`src/rtl/mux4_rr_arbiter_pkg.sv`:
```
// mux4_rr_arbiter_pkg: shared widths, FSM encoding and the round-robin pick
package mux4_rr_arbiter_pkg;
    localparam int N_REQ = 4;
    localparam int SEL_W = 2;
    typedef enum logic {ST_IDLE = 1'b0, ST_GRANT = 1'b1} state_t;
    function automatic logic [SEL_W-1:0] rr_pick(input logic [N_REQ-1:0] req, input logic [SEL_W-1:0] ptr);
        logic [SEL_W-1:0] idx;
        rr_pick = ptr;
        // descending scan so the lane closest to ptr is the last (winning) write
        for (int k = N_REQ - 1; k >= 0; k--) begin
            idx = ptr + SEL_W'(k);
            if (req[idx]) rr_pick = idx;
        end
    endfunction
endpackage

```
`src/rtl/mux4_1.sv`:
```
// mux4_1: plain 4:1 single-bit multiplexer selected by {s1,s0}
module mux4_1 (
    input  logic i0,
    input  logic i1,
    input  logic i2,
    input  logic i3,
    input  logic s1,
    input  logic s0,
    output logic y
);
    assign y = s1 ? (s0 ? i3 : i2) : (s0 ? i1 : i0);
endmodule

```
`src/rtl/mux4_rr_arbiter.sv`:
```
// mux4_rr_arbiter: round-robin arbiter steering a shared 4:1 mux with bounded tenure
module mux4_rr_arbiter
    import mux4_rr_arbiter_pkg::*;
#(
    parameter int MAX_HOLD = 8
) (
    input  logic             clk,
    input  logic             rst,
    input  logic [N_REQ-1:0] req,
    input  logic [N_REQ-1:0] d,
    output logic [N_REQ-1:0] gnt,
    output logic             s1,
    output logic             s0,
    output logic             busy,
    output logic             out
);
    localparam int CNT_W = $clog2(MAX_HOLD) + 1;
    localparam logic [CNT_W-1:0] HOLD_MAX = CNT_W'(MAX_HOLD - 1);
    state_t r_state, w_state_nxt;
    logic [SEL_W-1:0] r_sel, w_sel_nxt, r_ptr, w_ptr_nxt, w_pick;
    logic [CNT_W-1:0] r_hold, w_hold_nxt;
    logic w_other, w_rot, w_mux;
    assign w_other = |(req & ~(N_REQ'(1) << r_sel));
    // owner gives up the lane on release, or on tenure expiry when someone is waiting
    assign w_rot = r_state == ST_GRANT && (!req[r_sel] || (r_hold == HOLD_MAX && w_other));
    assign w_ptr_nxt = w_rot ? r_sel + SEL_W'(1) : r_ptr;
    assign w_pick = rr_pick(req, w_ptr_nxt);
    always_comb begin
        w_state_nxt = r_state;
        w_sel_nxt = r_sel;
        w_hold_nxt = r_hold;
        if (r_state == ST_IDLE) begin
            if (|req) begin
                w_state_nxt = ST_GRANT;
                w_sel_nxt = w_pick;
                w_hold_nxt = '0;
            end
        end else if (w_rot) begin
            w_state_nxt = |req ? ST_GRANT : ST_IDLE;
            w_sel_nxt = |req ? w_pick : r_sel;
            w_hold_nxt = '0;
        end else begin
            w_hold_nxt = (r_hold == HOLD_MAX) ? r_hold : r_hold + CNT_W'(1);
        end
    end
    always_ff @(posedge clk) begin
        if (rst) begin
            r_state <= ST_IDLE;
            r_sel <= '0;
            r_ptr <= '0;
            r_hold <= '0;
        end else begin
            r_state <= w_state_nxt;
            r_sel <= w_sel_nxt;
            r_ptr <= w_ptr_nxt;
            r_hold <= w_hold_nxt;
        end
    end
    assign busy = r_state == ST_GRANT;
    assign gnt = busy ? N_REQ'(1) << r_sel : '0;
    assign {s1, s0} = r_sel;
    mux4_1 u_mux (
        .i0(d[0]),
        .i1(d[1]),
        .i2(d[2]),
        .i3(d[3]),
        .s1(s1),
        .s0(s0),
        .y (w_mux)
    );
    assign out = w_mux & busy;
endmodule

```
`config.mk`:
```
export PLATFORM = sky130hd
export DESIGN_NAME = mux4_rr_arbiter
export DESIGN_NICKNAME = d
export VERILOG_FILES = /design/src/rtl/mux4_rr_arbiter_pkg.sv /design/src/rtl/mux4_1.sv /design/src/rtl/mux4_rr_arbiter.sv
export SDC_FILE = /design/constraint.sdc
export NUM_CORES = 1
export LEC_CHECK = 0
export ABC_CLOCK_PERIOD_IN_PS = 2590
export CAP_MARGIN = 40
export CORE_MARGIN = 5
export CORE_UTILIZATION = 50
export CTS_CLUSTER_DIAMETER = 100
export CTS_CLUSTER_SIZE = 8
export DETAILED_ROUTE_END_ITERATION = 12
export PLACE_DENSITY = 0.79
export SYNTH_ARGS = -nofsm -noshare
export SYNTH_HDL_FRONTEND = slang
export SYNTH_SLANG_ARGS = --single-unit
```
`constraint.sdc`:
```
create_clock -name clk -period 2.59 [get_ports clk]
set_input_delay 0.259 -clock clk [delete_from_list [all_inputs] [get_ports clk]]
set_output_delay 0.259 -clock clk [all_outputs]
set_load 0.05 [all_outputs]
```
==> results.ini, run 1 <==
[outcome]
status=finished clean

[global_route]
grt.overflow.total=0
busiest_layer=met2
grt_usage_pct=18.3
met3_usage_pct=5.44
use_met1_pct=22.9
grt_max_degree=13
antenna_found_initial=0
use_met2_pct=29.2
grt_pass1_vias=881
grt_pass1_wl_um=3750

[clock_network]
clk_path_buf_depth=2
postCtsSetupBuffers=0
ctsHoldBuffers=0
cts_sinks=9
clkTransAtPathRegs_ps=70
post_cts_resized=0
h-tree-depth=1
insertion_delay_ps=270
cts_tree=done
root_buffer=clkbuf_4
numCtsBuffers=3

[die]
num_io_pins=18
die_x_um=51.8
core_um2=1690
die_h_um=51.8
num_rows=15
fp.dieArea_um2=2680
start_util_pct=51.6

[setup_path]
endpoint_kind=output port
critPathKind=reg -> out
slowest_delay_ps=690
timing.rr.start=r_sel[0]
r2r_slack_ps=240
critPathTopFamily=buffers and inverters
cp-start-kind=flop
rr_endpoint=r_sel[1]
critPathMaxFanout=5
reg2reg_depth=8
crit_required_ps=2330
arrival_ps=2100
crit_chain=mux4_2 > and2_1 > clkdlybuf4s50_1
cp_slowest_cell=clkdlybuf4s50_1
path_buf_inv=1

[power_and_ir_drop]
p_leak_uw=0.000457
peakVddDrop_v=0.000409
p_per_area_nw_per_um2=525
total_power_uw=574

[synthesis]
netlist.area_leader.share_pct=20.7
netlist_instances=109
async_flop_share_pct=0
synth_area_leaders=dfxtp_1 21%, ha_1 7.2%, nor2_1 5.6%
yosysSeqAreaShare_pct=20.7
synth_enable_flop_cells=0
synth_area_per_cell_um2=8.00
netlist_area_um2=872
ys_types=45
synthesis.nets=124
synthFlopType=dfxtp_1
synth_top_cell_by_area=dfxtp_1
synth_warnings=0
synth.ff_latch_count=9
yosysMostFrequentCell=nor2_1
synthTopCellsByCount=13 x nor2_1, 9 x dfxtp_1, 6 x inv_1, 6 x nand2b_1

[sta]
tightestPinTransition_ps=501
hold_violations=0
fin_crit_ps=2360
slew_violations=0
min_period_over_period_pct=90.9
finalClockSkew_ps=15.9
fin_setup_tns_ps=0
rsz0062_at_grt=no
fmax_ghz=0.425
setup_viol=0
slew_headroom_pct=66.5

[finish]
multi_input_area_um2=642
area_delta_synth_final_pct=25.3
antennaDiodeCount=0
regArea_um2=180
drive_gt1_share_pct=11.6
fillers=130
nNetsFinal=145
stdcell_count=146
final_core_util_pct=64.7

[hold_path]
hold_depth=2
holdPathEnd=r_hold[1]
hp-start=r_hold[1]
hp-class=reg -> reg

[place]
port_buffers=17
hpwlAfterDp_um=1640
place_congestion=0.949
dp.cells=142

[detailed_routing]
dr_total_vias=911
drc_errors=0
drt-initial-drc-count=25
wirelength_um=2190
dr.pass1.iters=4
final_antenna_net_count=0
vias_per_cell=6.24
avgRoutedWirePerCell_um=15.0

[job]
maxCapViolCount=0

[state kept, by name (all words and copies together), names as in the netlist]
signal	flops
busy	1
r_sel	2
r_hold	4
r_ptr	2
[layout make-up]
| type | count | area share, % |
|---|---|---|
| Timing Repair Buffer | 21 | 18.3 |
| Inverter | 6 | 2.06 |
| Sequential cell | 9 | 16.5 |
| Clock buffer | 4 | 2.41 |
| Tap cell | 17 | 1.95 |
| Multi-Input combinational cell | 89 | 58.8 |
[worst min-delay path: stages, from the launching register on]
cell,delay [ps]
dfxtp_1,340
nand2b_1,80
a21oi_1,50
[metrics by stage]
stage                     setup WS [ps]  hold slack [ps]  cell area, um2
final                               235              516            1090
after global routing               94.8              536            1090
after CTS                           214              509            1090
after detailed placement           87.1              488            1070
after global placement              177              475            1070
after floorplan                    14.6              419             872
[cells in the final DEF, fill, tap and decap left out, types with 3 or more instances in the layout]
cell type and n:
clkbuf_4 3, dfxtp_1 9, buf_4 4, nand2b_1 6, nor2_1 13, nand3_1 4, inv_1 6, ha_1 5
and2_1 5, nand2_1 4, clkdlybuf4s50_1 17, nor2b_1 4, nor3_1 5, a21oi_1 5
[how the worst max path moves through the flow]
| stage | from | to | slack, ps | cells after the start |
|---|---|---|---|---|
| after detailed placement | req[0] | r_sel[1] | 90 | 7 |
| after global placement | req[0] | r_sel[1] | 180 | 7 |
| after CTS | r_sel[0] | out | 210 | 3 |
| final | r_sel[0] | out | 230 | 3 |
| after floorplan | r_sel[0] | r_sel[1] | 10 | 9 |
| after global routing | r_sel[1] | r_sel[1] | 90 | 8 |
[where the power goes]
group / internal, uW / switching [uW]
clock network: 59.3 / 51.6
logic: 125 / 164
registers: 152 / 22.0
total: 336 / 238
[logic make-up (layout without fill, tap and decap cells)]
kind of cell / count (synthesis) / after routing / synth area share, %
buffers and inverters: 11 / 31 / 5.74
adder cells (fa/ha/maj): 5 / 5 / 7.17
AND/OR/NAND/NOR: 52 / 52 / 33.1
flip-flops: 9 / 9 / 20.7
AO/OA/AOI/OAI: 25 / 25 / 22.8
multiplexers: 7 / 7 / 10.5
[routing by layer]
layer / part of all wire, % / vias to the layer above
met5: 0 / -
met4: 1.6 / 0
met3: 8.1 / 6
met2: 46 / 42
met1: 45 / 418
li1: - / 445
(Power assumes the default switching activity.)
==> run 2, diff against run 1 <==
PLACE_DENSITY = 0.81   (was 0.79)
==> run 2 against run 1 <==
Non-clock buffer count grew 2. Clock power is essentially flat. Power grew 0.74%. Fmax shrank 2.4%. Clock-buffer cell count shrank 1. Sequential cell count is the same. Wire length grew 1.2%. Sequential power is essentially flat. Die area is the same. Via count shrank 3.6%. Critical path depth grew 5. Global-route usage grew 0.54 points. Critical path type is now reg -> reg. Critical endpoint is now r_sel[1]. Highest routed layer unchanged.
==> results.ini, run 2 (synthesis gave the netlist of run 1 again) <==
[outcome]
status=finished clean

[detailed_routing]
dr.pass1.iters=4  ; unchanged
drc_errors=0  ; unchanged
wirelength_um=2220  ; +1.2%
final_antenna_net_count=0  ; unchanged
drt-initial-drc-count=26  ; +4.0%
dr_total_vias=878  ; -3.6%
avgRoutedWirePerCell_um=15.0  ; -0.13%
vias_per_cell=5.93  ; -4.9%

[place]
post-place-ws_ps=149  ; +62.2 ps
place_area_um2=1080  ; +1.4%
port_buffers=17  ; unchanged
place_congestion=0.963  ; +1.5%
hpwlAfterDp_um=1790  ; +9.0%

[clock_network]
cts_tree=done
cts_sinks=9  ; unchanged
insertion_delay_ps=270  ; about the same
root_buffer=clkbuf_4
h-tree-depth=1  ; unchanged
ctsHoldBuffers=0  ; unchanged
clkTransAtPathRegs_ps=70  ; about the same
numCtsBuffers=3  ; unchanged
postCtsSetupBuffers=0  ; unchanged
post_cts_resized=0  ; unchanged
clk_path_buf_depth=2  ; unchanged

[die]
num_rows=15  ; unchanged
die_h_um=51.8  ; unchanged
fp.dieArea_um2=2680  ; unchanged
num_io_pins=18  ; unchanged
start_util_pct=51.6  ; unchanged
die_x_um=51.8  ; unchanged
core_um2=1690  ; unchanged

[sta]
whs_ps=498  ; -17.9 ps
hold_violations=0  ; unchanged
tightestPinTransition_ps=508  ; +7.22 ps
finalWorstSetupSlack_ps=176  ; -59.0 ps
rsz0062_at_grt=no
fin_crit_ps=2410  ; +59.0 ps
fin_setup_tns_ps=0  ; unchanged
setup_viol=0  ; unchanged
finalClockSkew_ps=2.90  ; -13.0 ps
fmax_ghz=0.414  ; -2.4%
slew_headroom_pct=66.0  ; -0.48 points
min_period_over_period_pct=93.2  ; +2.3 points
slew_violations=0  ; unchanged

[global_route]
grt_max_degree=13  ; unchanged
grt_usage_pct=18.8  ; +0.54 points
antenna_found_initial=0  ; unchanged
grt_pass1_vias=892  ; +1.2%
grt_pass1_wl_um=3880  ; +3.7%
grt.overflow.total=0  ; unchanged

[setup_path]
crit_required_ps=2760  ; +430 ps
r2r_slack_ps=180  ; -60 ps
cp_slowest_cell=dfxtp_1
crit_chain=inv_1 > ha_1 > nor2b_1 > o41a_1 > nor2_2 > or4_1 > a31o_1 > a311oi_1
critPathTopFamily=compound AO/OA/AOI/OAI gates
endpoint_kind=flop
slowest_delay_ps=540  ; -150 ps
critPathMaxFanout=8  ; +3
cp-start-kind=flop
critPathKind=reg -> reg
path_buf_inv=1  ; unchanged
arrival_ps=2590  ; +490 ps

[power_and_ir_drop]
p_per_area_nw_per_um2=521  ; -0.74%
p_leak_uw=0.000469  ; +2.7%
peakVddDrop_v=0.000348  ; -15%

[finish]
final_cell_mix=17 x clkdlybuf4s50_1, 13 x nor2_1, 9 x dfxtp_1
final_cell_area_um2=1110  ; +1.5%
top_regs=r_hold x4, r_ptr x2, r_sel x2
nNetsFinal=147  ; +1.4%
drive_gt1_share_pct=13.7  ; +2.1 points
largest_reg_flops=4  ; unchanged
antennaDiodeCount=0  ; unchanged
area_delta_synth_final_pct=27.1
top_register=r_hold
final_common_cell=clkdlybuf4s50_1

[job]
maxCapViolCount=0  ; unchanged

[hold_path]
hp-class=reg -> reg

==> run 2: worst paths after layout <==
| check | startpoint | to | cells past startpoint |
|---|---|---|---|
| worst max-delay path | r_sel[1] | r_sel[1] | 8 |
| worst min register to register | r_hold[1] | r_hold[1] | 2 |
| worst max register to register | r_sel[1] | r_sel[1] | 8 |
| worst min-delay path | r_hold[1] | r_hold[1] | 2 |
==> run 2: where the power goes <==
group	switching [uW]	internal, uW
sequential	22.2	152
combinational	165	127
clock	55.1	57.2
total	243	335
==> run 2: final cells by class <==
class,count,area [um2]
repair buffers,23,215
well taps,17,21.3
inverters,6,22.5
fillers,150,581
clock inverters,1,5.00
clock buffers,3,22.5
multi-input cells,89,642
flip-flops and latches,9,180
==> run 2: routing by layer <==
layer  track usage [%]  up-vias  routed length [um]
met5                 0        -                   0
met4              4.80        0                  17
met3              4.30        5                 115
met2              33.5       21                1120
met1              22.5      405                 961
li1                  -      447                   -
==> run 2: per-stage QoR <==
stage | cells | power, uW | util, %
after CTS | 148 | 580 | 65.6
after global placement | 144 | 462 | 64.0
after floorplan | 109 | 380 | -
after global routing | 148 | 615 | 65.6
after detailed placement | 144 | 468 | 64.0
final | 148 | 578 | 65.6
==> run 2: worst register-to-register path: stages, from the launching register on <==
cell and delay, ps:
dfxtp_1 540, inv_1 130, ha_1 240, nor2b_1 200, o41a_1 240, nor2_2 70
or4_1 410, a31o_1 240, a311oi_1 260
